--- src/rtl/cmp_operand_sender.sv ---
// Feeds two 8-bit operands to the nibble-entry magnitude comparator as four paced pb/c transfers, then captures l/g/e.
// done pulses 4*(GAP+STROBE)+SETTLE edges after start is accepted; start is ignored while busy, with no queuing.
module cmp_operand_sender #(
  parameter int GAP_CYCLES    = 4,
  parameter int STROBE_CYCLES = 4,
  parameter int SETTLE_CYCLES = 2
) (
  input  logic       clk,
  input  logic       rstn,
  input  logic       start,
  input  logic [7:0] a_in,
  input  logic [7:0] b_in,
  output logic       busy,
  output logic       done,
  output logic       pb1,
  output logic       pb2,
  output logic       pb3,
  output logic       pb4,
  output logic [3:0] c,
  input  logic       l_in,
  input  logic       g_in,
  input  logic       e_in,
  output logic       res_l,
  output logic       res_g,
  output logic       res_e,
  output logic       err
);

  localparam int MAX_GS = (GAP_CYCLES > STROBE_CYCLES) ? GAP_CYCLES : STROBE_CYCLES;
  localparam int MAXC   = (MAX_GS > SETTLE_CYCLES) ? MAX_GS : SETTLE_CYCLES;
  localparam int CW     = (MAXC > 1) ? $clog2(MAXC) : 1;

  localparam logic [CW-1:0] GAP_LD    = CW'(GAP_CYCLES - 1);
  localparam logic [CW-1:0] STROBE_LD = CW'(STROBE_CYCLES - 1);
  localparam logic [CW-1:0] SETTLE_LD = CW'(SETTLE_CYCLES - 1);

  typedef enum logic [1:0] {IDLE, SETUP, STROBE, SETTLE} state_t;

  state_t        state_q, state_d;
  logic [1:0]    idx_q, idx_d;
  logic [CW-1:0] cnt_q, cnt_d;
  logic [7:0]    a_q, b_q;
  logic [3:0]    c_q, c_d;
  logic [3:0]    pb_q, pb_d;
  logic          busy_q, busy_d;
  logic          done_q, done_d;
  logic [2:0]    res_q;
  logic          err_q;
  logic          load;
  logic          capture;
  logic          one_hot;

  function automatic logic [3:0] nibble(input logic [7:0] a, input logic [7:0] b,
                                        input logic [1:0] idx);
    case (idx)
      2'd0:    nibble = a[3:0];
      2'd1:    nibble = a[7:4];
      2'd2:    nibble = b[3:0];
      default: nibble = b[7:4];
    endcase
  endfunction

  // exactly one of three: odd parity rules out two-hot, the AND rules out all three
  assign one_hot = (l_in ^ g_in ^ e_in) & ~(l_in & g_in & e_in);

  always_comb begin
    state_d = state_q;
    idx_d   = idx_q;
    cnt_d   = cnt_q;
    c_d     = c_q;
    pb_d    = pb_q;
    busy_d  = busy_q;
    done_d  = 1'b0;
    load    = 1'b0;
    capture = 1'b0;
    case (state_q)
      IDLE: begin
        if (start) begin
          load    = 1'b1;
          busy_d  = 1'b1;
          c_d     = a_in[3:0];
          idx_d   = 2'd0;
          cnt_d   = GAP_LD;
          state_d = SETUP;
        end
      end
      SETUP: begin
        if (cnt_q == '0) begin
          pb_d    = 4'b0001 << idx_q;
          cnt_d   = STROBE_LD;
          state_d = STROBE;
        end else begin
          cnt_d = cnt_q - CW'(1);
        end
      end
      STROBE: begin
        if (cnt_q == '0) begin
          pb_d = 4'b0000;
          if (idx_q == 2'd3) begin
            cnt_d   = SETTLE_LD;
            state_d = SETTLE;
          end else begin
            // next nibble lands on c the same edge the strobe falls
            idx_d   = idx_q + 2'd1;
            c_d     = nibble(a_q, b_q, idx_q + 2'd1);
            cnt_d   = GAP_LD;
            state_d = SETUP;
          end
        end else begin
          cnt_d = cnt_q - CW'(1);
        end
      end
      SETTLE: begin
        if (cnt_q == '0) begin
          capture = 1'b1;
          done_d  = 1'b1;
          busy_d  = 1'b0;
          state_d = IDLE;
        end else begin
          cnt_d = cnt_q - CW'(1);
        end
      end
      default: state_d = IDLE;
    endcase
  end

  always_ff @(posedge clk or negedge rstn) begin
    if (!rstn) begin
      state_q <= IDLE;
      idx_q   <= 2'd0;
      cnt_q   <= '0;
      a_q     <= 8'h00;
      b_q     <= 8'h00;
      c_q     <= 4'h0;
      pb_q    <= 4'b0000;
      busy_q  <= 1'b0;
      done_q  <= 1'b0;
      res_q   <= 3'b000;
      err_q   <= 1'b0;
    end else begin
      state_q <= state_d;
      idx_q   <= idx_d;
      cnt_q   <= cnt_d;
      c_q     <= c_d;
      pb_q    <= pb_d;
      busy_q  <= busy_d;
      done_q  <= done_d;
      if (load) begin
        a_q <= a_in;
        b_q <= b_in;
      end
      if (capture) begin
        res_q <= {l_in, g_in, e_in};
        err_q <= ~one_hot;
      end
    end
  end

  assign busy  = busy_q;
  assign done  = done_q;
  assign pb1   = pb_q[0];
  assign pb2   = pb_q[1];
  assign pb3   = pb_q[2];
  assign pb4   = pb_q[3];
  assign c     = c_q;
  assign res_l = res_q[2];
  assign res_g = res_q[1];
  assign res_e = res_q[0];
  assign err   = err_q;

endmodule

--- config.mk ---
export PLATFORM = sky130hd
export DESIGN_NAME = cmp_operand_sender
export DESIGN_NICKNAME = d
export VERILOG_FILES = /design/src/rtl/cmp_operand_sender.sv
export SDC_FILE = /design/constraint.sdc
export NUM_CORES = 1
export LEC_CHECK = 0
export CAP_MARGIN = 40
export CELL_PAD_IN_SITES_DETAIL_PLACEMENT = 1
export CELL_PAD_IN_SITES_GLOBAL_PLACEMENT = 2
export CORE_MARGIN = 2
export CORE_UTILIZATION = 31
export DETAILED_ROUTE_END_ITERATION = 12
export PLACE_DENSITY = 0.78
export REMOVE_ABC_BUFFERS = 1
export SLEW_MARGIN = 20
export SYNTH_ARGS = -nofsm -noshare
export SYNTH_HDL_FRONTEND = slang
export SYNTH_SLANG_ARGS = --single-unit
--- constraint.sdc ---
create_clock -name clk -period 1.45 [get_ports clk]
set_clock_uncertainty 0.05 [all_clocks]
set_input_delay 0.145 -clock clk [delete_from_list [all_inputs] [get_ports clk]]
set_output_delay 0.145 -clock clk [all_outputs]
set_load 0.05 [all_outputs]
Word level (Yosys, flattened, before mapping):

Cells that the tools add are included.
Widths: inputs -> output; s select.

* logic and storage cells: 75
* input bits: 22
* flip-flop bits (word level): 36
* output and inout bits: 14

* bitwise gates (word level): 7
* $add $sub $neg: 2
* shifts and indexed selects: 1
* equality and inequality tests: 12
* reduce and logical (&&, ||, !) cells: 11
* muxes and demuxes: 31

Operator list (number)
* $mux 2: 13
* $mux 4: 5
* $pmux 2 s4: 2
* $pmux 4 s2: 2
* $ne 2x2->1 const B: 6
* $pmux 4 s3: 1
* $eq 2x2->1 const B: 4
* $reduce_and 4->1: 2
* $logic_not 2->1: 3
* $mux 1: 6
* $reduce_and 3->1: 2
* $reduce_bool 2->1: 3
* $eq 2x1->1 const B: 2
* $pmux 2 s2: 1
* $shl 1x2->4 const A: 1
* $and 1x1->1: 3
* $add 2x1->2 const B: 1
* $not 1->1: 2
* $pmux 1 s2: 1
* $reduce_and 2->1: 1
* $sub 2x1->2 const B: 1
* $xor 1x1->1: 2

Logic depth before layout (Yosys ltp):

Gate-level depths: netlist (run 1).

* depth in word-level cells: 6
* mapped depth: 6
* gate-level depth less buffers: 5

Worst setup path before layout (run 1):

No wires, ideal clock.

* path type: reg-to-reg
* from: register idx_q[0]
* to: register c_q[0] (netlist: c[0])
* setup time: 0.126 ns
* arrival time: 1.349 ns
* data required time: 1.274 ns
* cell stages (with the launch flop): 5
* slack: -0.075 ns
* buffers on the path: 0
* clock period less this slack: 1.525 ns
* path through: dfrtp_1 ha_1 nand3b_1 o21a_1 o32a_1

* word-level cells in the longest chain between the ends: 6
* elaborated cells between the ends (all ways): 11
* classes of those cells: 1 x add/sub; 4 x eq/ne; 4 x mux; 2 x reduce/logical

Ends and longest elaborated chain
* start: declaration: RTL line 40 `logic [1:0] idx_q, idx_d;`
* start signal: assignment: RTL line 142 `idx_q <= idx_d;`
* $add 2x1->2: RTL line 105 `c_d = nibble(a_q, b_q, idx_q + 2'd1);`
* $eq 2x2->1, or another cell as far along: RTL line 55 `case (idx)`
* $pmux 4 s3: RTL line 55
* $mux 4: RTL line 99 `if (idx_q == 2'd3) begin`
* $mux 4: RTL line 97 `if (cnt_q == '0) begin`
* $pmux 4 s2: RTL line 76 `case (state_q)`
* end signal: assignment: RTL line 134 `c_q <= 4'h0;`
* end signal: assignment: RTL line 144 `c_q <= c_d;`
* end: declaration: RTL line 43 `logic [3:0] c_q, c_d;`

Several ways; a longest one is shown, not always the timed one. The select of a mux whose other input is x is not followed.
A chain may end at the register's enable or synchronous reset.

Final worst setup path (run 1):

* from: register idx_q[0]
* to: register c_q[2] (netlist: c[2])

The elaborated chain is that of the path after synthesis.

==> impl_metrics.env, run 1 <==
export IMPL_port_buffers=35
export IMPL_max_clock_path_buffers=2
export IMPL_postSynthCellCount=151
export IMPL_synthMuxAreaShare_pct=14.4
export IMPL_drc=0
export IMPL_synth_top_family_by_area="compound AO/OA/AOI/OAI gates"
export IMPL_status="complete, but fails checks"
export IMPL_setup_violations=10
export IMPL_cp_end_kind="flip-flop"
export IMPL_antenna_found_initial=0
export IMPL_clk_pin_slew_ns=0.07
export IMPL_drive_above_1_share_pct=42.7
export IMPL_fmax_mhz=607
export IMPL_rr_startpoint="idx_q[0]"
export IMPL_grt_max_degree=37
export IMPL_rsz0062_at_grt="true"
export IMPL_p_per_area_mw_per_mm2=2450
export IMPL_r2r_slack_ns=-0.20
export IMPL_pre_cts_slack_ns=-0.171
export IMPL_grt_pass1_vias=1592
export IMPL_instances_no_fill=286
export IMPL_ctsHoldBuffers=0
export IMPL_startpoint_type="flip-flop"
export IMPL_grt_overflow=0
export IMPL_finalCriticalPeriod_ns=1.65
export IMPL_maxCapViolations=0
export IMPL_path_max_fanout=5
export IMPL_period_share_pct=114
export IMPL_max_vdd_ir_drop_mv=0.968
export IMPL_die_x_um=81.5
export IMPL_hold_path_class="in -> async"
export IMPL_die_y_um=81.5
export IMPL_antennaDiodeCount=0
export IMPL_firstDrtPassIters=4
export IMPL_synth_area_mm2=0.00186
export IMPL_clock_latency_ns=0.29
export IMPL_area_growth_pct=51.8
export IMPL_crit_chain="ha_4, nand3b_1, o21a_1, o32a_1"
export IMPL_synth_largest_area_cell="dfrtp_1"
export IMPL_clockRootBuffer="clkbuf_8"
export IMPL_slowest_delay_ns=0.46
export IMPL_synth_fa_ha_area_share_pct=6.04
export IMPL_hold_viol_final=0
export IMPL_htree_levels=2
export IMPL_rr_worst_depth=4
export IMPL_dieArea_mm2=0.00665
export IMPL_crit_arrival_ns=1.78
export IMPL_drv_slew=0
export IMPL_ant_nets=0
export IMPL_globalplace_congestion=0.801
export IMPL_cts_num_sinks=36
export IMPL_worstSetupPathType="reg -> reg"
export IMPL_synthSimpleGateAreaFrac_pct=8.53
export IMPL_r2r_end="c[2]"
export IMPL_fin_tns_setup_ns=-0.871
export IMPL_initial_utilization_pct=31.8
export IMPL_failed_checks="negative setup slack"
export IMPL_hold_ws_ns=0.170
export IMPL_synth_ff_latch_count=36
export IMPL_leakage_nw=1.22
export IMPL_wl_um=5070
export IMPL_required_ns=1.59
export IMPL_syn_area_per_cell_um2=12.3
export IMPL_finalNetCount=242
export IMPL_coreArea_mm2=0.00585
export IMPL_vias=1421
export IMPL_drt_initial_drc_count=82
export IMPL_dpl_cell_count=274
export IMPL_seq_area_frac_synth_pct=48.4
export IMPL_synth_compound_area_share_pct=16.5
export IMPL_synth_area_leaders="dfrtp_1 (48%), mux2_4 (7.3%), mux2_2 (6.6%), ha_1 (6.0%), a21oi_1 (2.1%)"
export IMPL_fin_ws_ns=-0.198
export IMPL_cts_buffers=5
export IMPL_track_usage_pct=16.3
export IMPL_synth_warning_count=0
export IMPL_viasPerCell=4.97
export IMPL_grt_pass1_wl_um=8020
export IMPL_max_slew_margin_rel_pct=79.3
export IMPL_rows=28
export IMPL_cts_tree="built"
export IMPL_crit_path_top_delay_cell="dfrtp_2"
export IMPL_ios=36
export IMPL_dpl_hpwl_um=3440
export IMPL_synthXorXnorAreaFrac_pct=0
export IMPL_max_slew_worst_pin_slew_ns=0.310
export IMPL_wl_per_cell_um=17.7
export IMPL_synth_top_area_share_pct=48.4
export IMPL_yosysUniqueCellTypes=36
sequential cells by signal, indices dropped and copies added (netlist names):
name / flops
done: 1
err: 1
b_q: 8
idx_q: 2
res_q: 3
c: 4
cnt_q: 2
busy: 1
pb_q: 4
a_q: 8
state_q: 2
synthesized netlist by cell type:
cell,instances
a21oi_1,8
buf_12,1
a221o_1,1
buf_6,3
buf_2,1
o21a_1,4
a221oi_1,4
a21oi_2,1
nor2_8,1
nand2b_1,5
clkbuf_1,2
nand3_2,1
a22oi_1,4
nand2b_4,1
nand2_1,4
buf_4,1
o2bb2ai_1,4
o21ai_0,4
inv_1,10
nor2_1,3
buf_1,1
o21ai_1,1
o22ai_1,1
o31ai_1,1
a21o_1,1
ha_1,9
dfrtp_1,36
nor2b_1,4
mux2i_1,1
and3b_1,1
mux2_2,11
nand3b_1,2
a31oi_1,5
nor4b_1,1
mux2_4,9
o32a_1,4
power breakdown:
group          switching, mW  leakage (nW)  total (mW)  internal [mW]
logic                   2.06         0.747        4.20           2.14
clock network          0.360        0.0503       0.783          0.423
registers              0.435         0.427        1.96           1.52
worst max-delay path by stage:
stage | start | endpoint | slack, ns | cells after the start
6_report | idx_q[0] | c[2] | -0.20 | 4
3_3_place_gp | idx_q[0] | c[3] | -0.15 | 5
5_1_grt | idx_q[0] | c[2] | -0.24 | 4
2_1_floorplan | cnt_q[0] | c[0] | -0.19 | 5
4_1_cts | idx_q[0] | c[2] | -0.13 | 4
3_5_place_dp | idx_q[0] | c[1] | -0.17 | 5
routing by layer:
layer	routed length (um)	share of wire, %	global-route usage, %	up-vias
li1	-	-	-	665
met1	2140	42	19.0	725
met2	2720	54	28.8	24
met3	145	2.9	3.74	7
met4	62	1.2	6.44	0
met5	0	0	0	-
stage by stage:
step | utilization (%) | power (mW) | area, um2
floorplan | - | 3.94 | 1790
global placement | 42.9 | 5.41 | 2510
detailed placement | 42.9 | 5.59 | 2510
CTS | 46.1 | 6.66 | 2700
global route | 48.4 | 7.33 | 2830
finish | 48.4 | 6.94 | 2830
critical path, delay by kind of cell (launching register included):
kind            cells  cell delay (ns)
fa+ha+maj           1             0.18
flops               1             0.46
simple gates        1             0.31
compound gates      2             0.54
cells by family after synthesis:
logic type / count (synthesis)
AOI/OAI and AO/OA: 43
DFF: 36
and+or+nand+nor: 23
muxes: 21
buffers and inverters: 19
adders and majority gates: 9
cell type report:
| type | instances | area (um2) |
|---|---|---|
| Inverter | 10 | 37.5 |
| Multi-Input combinational cell | 96 | 1000 |
| Clock buffer | 7 | 96.3 |
| Sequential cell | 36 | 905 |
| Tap cell | 75 | 93.8 |
| Timing Repair Buffer | 62 | 697 |
| Fill cell | 578 | 3020 |
placed cells by master (no fill, tap or decap), types with 2 or more instances in the layout:
cell | netlist | layout
o21ai_0 | 4 | 3
clkbuf_8 | 0 | 7
dfrtp_1 | 36 | 33
inv_1 | 10 | 8
o2bb2ai_1 | 4 | 4
mux2_2 | 11 | 4
a221oi_1 | 4 | 2
nand3b_1 | 2 | 2
ha_1 | 9 | 3
nor2b_1 | 4 | 4
a21oi_1 | 8 | 7
buf_6 | 3 | 3
o21a_1 | 4 | 4
buf_4 | 1 | 25
a31oi_1 | 5 | 5
nand2_1 | 4 | 4
inv_2 | 0 | 2
clkdlybuf4s50_1 | 0 | 21
mux2_4 | 9 | 16
o32a_1 | 4 | 4
a221oi_2 | 0 | 2
dfrtp_2 | 0 | 3
ha_4 | 0 | 4
nor2_1 | 3 | 3
nand2b_1 | 5 | 4
ha_2 | 0 | 2
a22oi_1 | 4 | 4
buf_12 | 1 | 12
nand2b_4 | 1 | 2
timing repair:
item                                    CTS  global route
endpoints found under the setup margin   10            16
gates resized for setup                  17            20
cloned                                    0             1
buffers inserted                          2             3
pin swaps                                 4             4
Note: power is estimated with default switching activity, not from simulation.
==> inputs of run 2 (changes only) <==
- clock period: 1.45 -> 1.3 ns (I/O delays scaled with it)
==> run 2 against run 1 <==
Against the previous run: the flow still finishes with violations (negative setup slack); count of clock-buffer cells in the layout grew 1; wire length increased by 8.4%; critical path depth unchanged; global-route usage rose by 1.9 points; critical endpoint is now c[1].
==> impl_metrics.env, run 2 (synthesized netlist as in run 1, its figures left out) <==
export IMPL_crit_arrival_ns=1.80
export IMPL_max_vdd_ir_drop_mv=1.19
export IMPL_ctsHoldBuffers=0
export IMPL_clock_latency_ns=0.30
export IMPL_grt_overflow=0
export IMPL_initial_utilization_pct=31.8
export IMPL_hold_path_class="in -> async"
export IMPL_hold_ws_ns=0.170
export IMPL_grt_busiest_layer="met2"
export IMPL_required_ns=1.43
export IMPL_htree_levels=2
export IMPL_largest_registers="a_q x8, b_q x8"
export IMPL_setup_violations=31
export IMPL_fin_tns_setup_ns=-4.24
export IMPL_leakage_nw=1.31
export IMPL_die_x_um=81.5
export IMPL_grt_pass1_wl_um=8730
export IMPL_dpl_hpwl_um=3570
export IMPL_p_per_area_mw_per_mm2=2780
export IMPL_drv_slew=0
export IMPL_ant_nets=0
export IMPL_antenna_found_initial=0
export IMPL_viasPerCell=4.93
export IMPL_wl_um=5490
export IMPL_power_frac_seq_pct=25.9
export IMPL_comb_power_share_pct=64.5
export IMPL_grt_max_degree=37
export IMPL_hold_viol_final=0
export IMPL_clk_pin_slew_ns=0.07
export IMPL_regArea_um2=903
export IMPL_num_fill_cells=590
export IMPL_globalplace_congestion=0.767
export IMPL_dieArea_mm2=0.00665
export IMPL_switching_power_mw=3.52
export IMPL_maxCapViolations=0
export IMPL_track_usage_pct=18.2
export IMPL_worstSetupPathType="reg -> reg"
export IMPL_mostFrequentLayoutCells="dfrtp_1 (34), buf_4 (23), clkdlybuf4s50_1 (21)"
export IMPL_rows=28
export IMPL_max_slew_margin_rel_pct=78.2
export IMPL_p_int_mw=5.10
export IMPL_wl_per_cell_um=18.6
export IMPL_max_clock_path_buffers=2
export IMPL_drc=0
export IMPL_failed_checks="negative setup slack"
export IMPL_ios=36
export IMPL_finalCriticalPeriod_ns=1.67
export IMPL_coreArea_mm2=0.00585
export IMPL_cts_tree="built"
export IMPL_power_frac_clock_pct=9.7
export IMPL_cts_num_sinks=36
export IMPL_multiInputGateArea_mm2=0.00110
export IMPL_rsz0062_at_grt="true"
export IMPL_finalNetCount=251
export IMPL_path_max_fanout=5
export IMPL_gr_usage_met1_pct=19.5
export IMPL_grt_use_met3_pct=3.96
export IMPL_startpoint_type="flip-flop"
export IMPL_drive_above_1_share_pct=50.2
export IMPL_fmax_mhz=598
export IMPL_dpl_cell_count=275
export IMPL_antennaDiodeCount=0
export IMPL_layout_commonest_cell="dfrtp_1"
export IMPL_power_total_mw=8.62
export IMPL_drt_initial_drc_count=32
export IMPL_firstDrtPassIters=4
export IMPL_swShare_pct=40.8
export IMPL_fin_ws_ns=-0.372
export IMPL_max_slew_worst_pin_slew_ns=0.325
export IMPL_port_buffers=35
export IMPL_die_y_um=81.5
export IMPL_status="complete, but fails checks"
export IMPL_clockRootBuffer="clkbuf_8"
export IMPL_cp_end_kind="flip-flop"
export IMPL_vias=1460
export IMPL_grt_pass1_vias=1658
export IMPL_instances_no_fill=296
export IMPL_period_share_pct=129
export IMPL_cts_buffers=5
export IMPL_area_growth_pct=66.5
export IMPL_grt_util_met2_pct=34.0
[run 2: worst paths after layout]
check / to / slack, ns / cells after the start / start
max reg2reg: c[1] / -0.37 / 4 / idx_q[0]
min in group clk: b_q[2] / 0.40 / 2 / b_in[2]
max: c[1] / -0.37 / 4 / idx_q[0]
max in group asynchronous: idx_q[1] / 0.83 / 2 / rstn
min: done / 0.17 / 2 / rstn
min reg2reg: b_q[2] / 0.47 / 1 / b_q[2]
[run 2: layout make-up]
class,count,share of cell area (%)
Multi-Input combinational cell,96,35.5
Clock buffer,8,2.90
Sequential cell,36,29.1
Timing Repair Buffer,71,28.2
Inverter,10,1.29
Tap cell,75,3.03
[run 2: critical path: stages (launching register included)]
cell      delay (ns)
dfrtp_1         0.42
ha_2            0.20
nand3b_1        0.32
o21a_1          0.23
o32a_1          0.33
[run 2: power by group through the flow]
stage          clock (mW)  sequential [mW]  combinational (mW)
6_report            0.834             2.23                5.56
5_1_grt             0.921             2.29                5.86
4_1_cts             0.861             2.21                4.93
3_5_place_dp            0             2.21                4.27
3_3_place_gp            0             2.16                4.12
2_1_floorplan           0             2.84                1.55
[run 2: layer usage]
metal  wire length (um)  vias to the layer above
met4                105                        0
met3                145                        8
met5                  0                        -
li1                   -                      687
met2               3060                       24
met1               2180                      741
[run 2: repair_timing]
action	4_1_cts	5_1_grt
gates cloned	1	0
pin swaps	11	12
gates resized for setup	37	31
setup buffers	7	6
endpoints found under the setup margin	34	35
[run 2: metrics by stage]
step           area (um2)  util [%]  setup slack (ns)
3_5_place_dp         2580      44.1            -0.324
3_3_place_gp         2580      44.1            -0.281
5_1_grt              3100      53.0            -0.400
4_1_cts              2920      49.9            -0.281
6_report             3100      53.0            -0.372
2_1_floorplan        1790         -            -0.335
==> RTL edit, RTL diff (settings of run 1) <==
Put a register stage on the outputs `pb1`, `pb2`, `pb3`, `pb4`, `res_l`, `res_g` and `res_e`, without a reset. The values now appear one clock later. The other outputs are not delayed to match.
--- a/src/rtl/cmp_operand_sender.sv
+++ b/src/rtl/cmp_operand_sender.sv
@@ -158,14 +158,16 @@
 
   assign busy  = busy_q;
   assign done  = done_q;
-  assign pb1   = pb_q[0];
-  assign pb2   = pb_q[1];
-  assign pb3   = pb_q[2];
-  assign pb4   = pb_q[3];
   assign c     = c_q;
-  assign res_l = res_q[2];
-  assign res_g = res_q[1];
-  assign res_e = res_q[0];
+  always_ff @(posedge clk) begin
+    pb1   <= pb_q[0];
+    pb2   <= pb_q[1];
+    pb3   <= pb_q[2];
+    pb4   <= pb_q[3];
+    res_l <= res_q[2];
+    res_g <= res_q[1];
+    res_e <= res_q[0];
+  end
   assign err   = err_q;
 
 endmodule
Formal check against the unedited RTL: not equivalent (a bounded check fails within 10 cycles, from zero or initial values and one cycle with rstn low).
==> RTL edit against run 1 <==
- the flow still finishes with violations (setup timing)
- combinational power is 6.9% lower
- cell area increased by 3.1%
- final cell count rose by 5.6%
- synthesized cell count grew 4.6%
- maximum frequency grew 1.1%
- setup slack improved by 18 ps
- critical path type unchanged
- critical endpoint unchanged
- synthesized area is 7.5% higher
- wire length down 8.3%
- sequential cell count increased by 7
- sequential share of layout area up 3.8 points
- via count rose by 4.4%
- power fell by 0.38%
==> RTL edit: results (changes against run 1) <==
----------------------------------------------------
[Place]
  RD Place Congestion ... 0.722 (-9.8%)
  Detailed-placement wirelength estimate ... 3280 um (-4.8%)
  Cell area after placement ... 2650 um2 (+5.4%)
  Post-placement worst setup slack ... -175 ps (-4.49 ps)
  Instance count after placement with tap cells included ... 287 (+4.7%)

[Power and ir drop]
  Peak ir drop on the vdd network ... 1.21 mV (+25%)
  Switching component of the power ... 2.74 mW (-3.9%)
  Pleak ... 1.28 nW (+4.5%)
  Power in sequential cells ... 2.24 mW (+14%)

[Clocking]
  Number of gates given a new drive strength after cts ... 13 (-4)

[Global routing]
  Via count of the first global-routing pass ... 1550 (-2.6%)
  Total GRT Usage ... 13.4% (-2.8 points)

[Logic synthesis]
  Async set or reset register ratio after synthesis ... 83.7% (-16 points)
  Mapped Cells ... 158 (+4.6%)

[Detailed routing]
  Iteration-0 DRC Markers ... 21 (-74%)
  Final wirelength ... 4650 um (-8.3%)
  Total via count in the routed design ... 1483 (+4.4%)
  Drt first pass iters ... 6 (+2)

[STA]
  Post-route worst hold slack ... 170 ps (+0.765 ps)
  Least-Margin Pin Slew ... 302 ps (-8.21 ps)
  Slack of the critical path ... -180 ps (+17.6 ps)
  Setup TNS after final layout ... -808 ps (+62.9 ps)
  Final setup violating endpoints ... 6 (-4)

[Status]
  Status ... finished with violations
  Violations in the final reports ... setup timing

[Cells and area]
  Ratio of cells with drive above 1 in the final layout ... 40.9% (-1.8 points)
  Number of nets in the final layout ... 255 (+5.4%)

----------------------------------------------------
## RTL edit: cell count changes in the layout (fill, tap and decap cells not counted), sizes merged
cell	delta
dfxtp	+7
clkinv	+1
clkinvlp	+2
clkbuf	-3
buf	+7
## RTL edit: layer usage
metal,wire length [um],vias up,global-route usage (%)
met3,205,5,3.24
met1,2140,742,17.9
li1,-,702,-
met2,2270,34,21.9
met4,32,0,3.90
met5,0,-,0
## RTL edit: area by class of cell
type	instances	area, um2
multi-input cells	96	947
clock buffers	5	68.8
flip-flops and latches	43	1040
inverters	10	37.5
well taps	77	96.3
repair buffers	68	702
clock inverters	3	20.0
fillers	678	3400
## RTL edit: kinds of logic (layout without fill, tap and decap cells)
family                     after synthesis  in the layout  synth area share (%)
AOI/OAI and AO/OA                       43             43                  15.3
and+or+nand+nor                         23             23                  7.93
muxes                                   21             21                  13.4
DFF                                     43             43                  52.0
adders and majority gates                9              9                  5.62
buffers and inverters                   19             86                  5.75
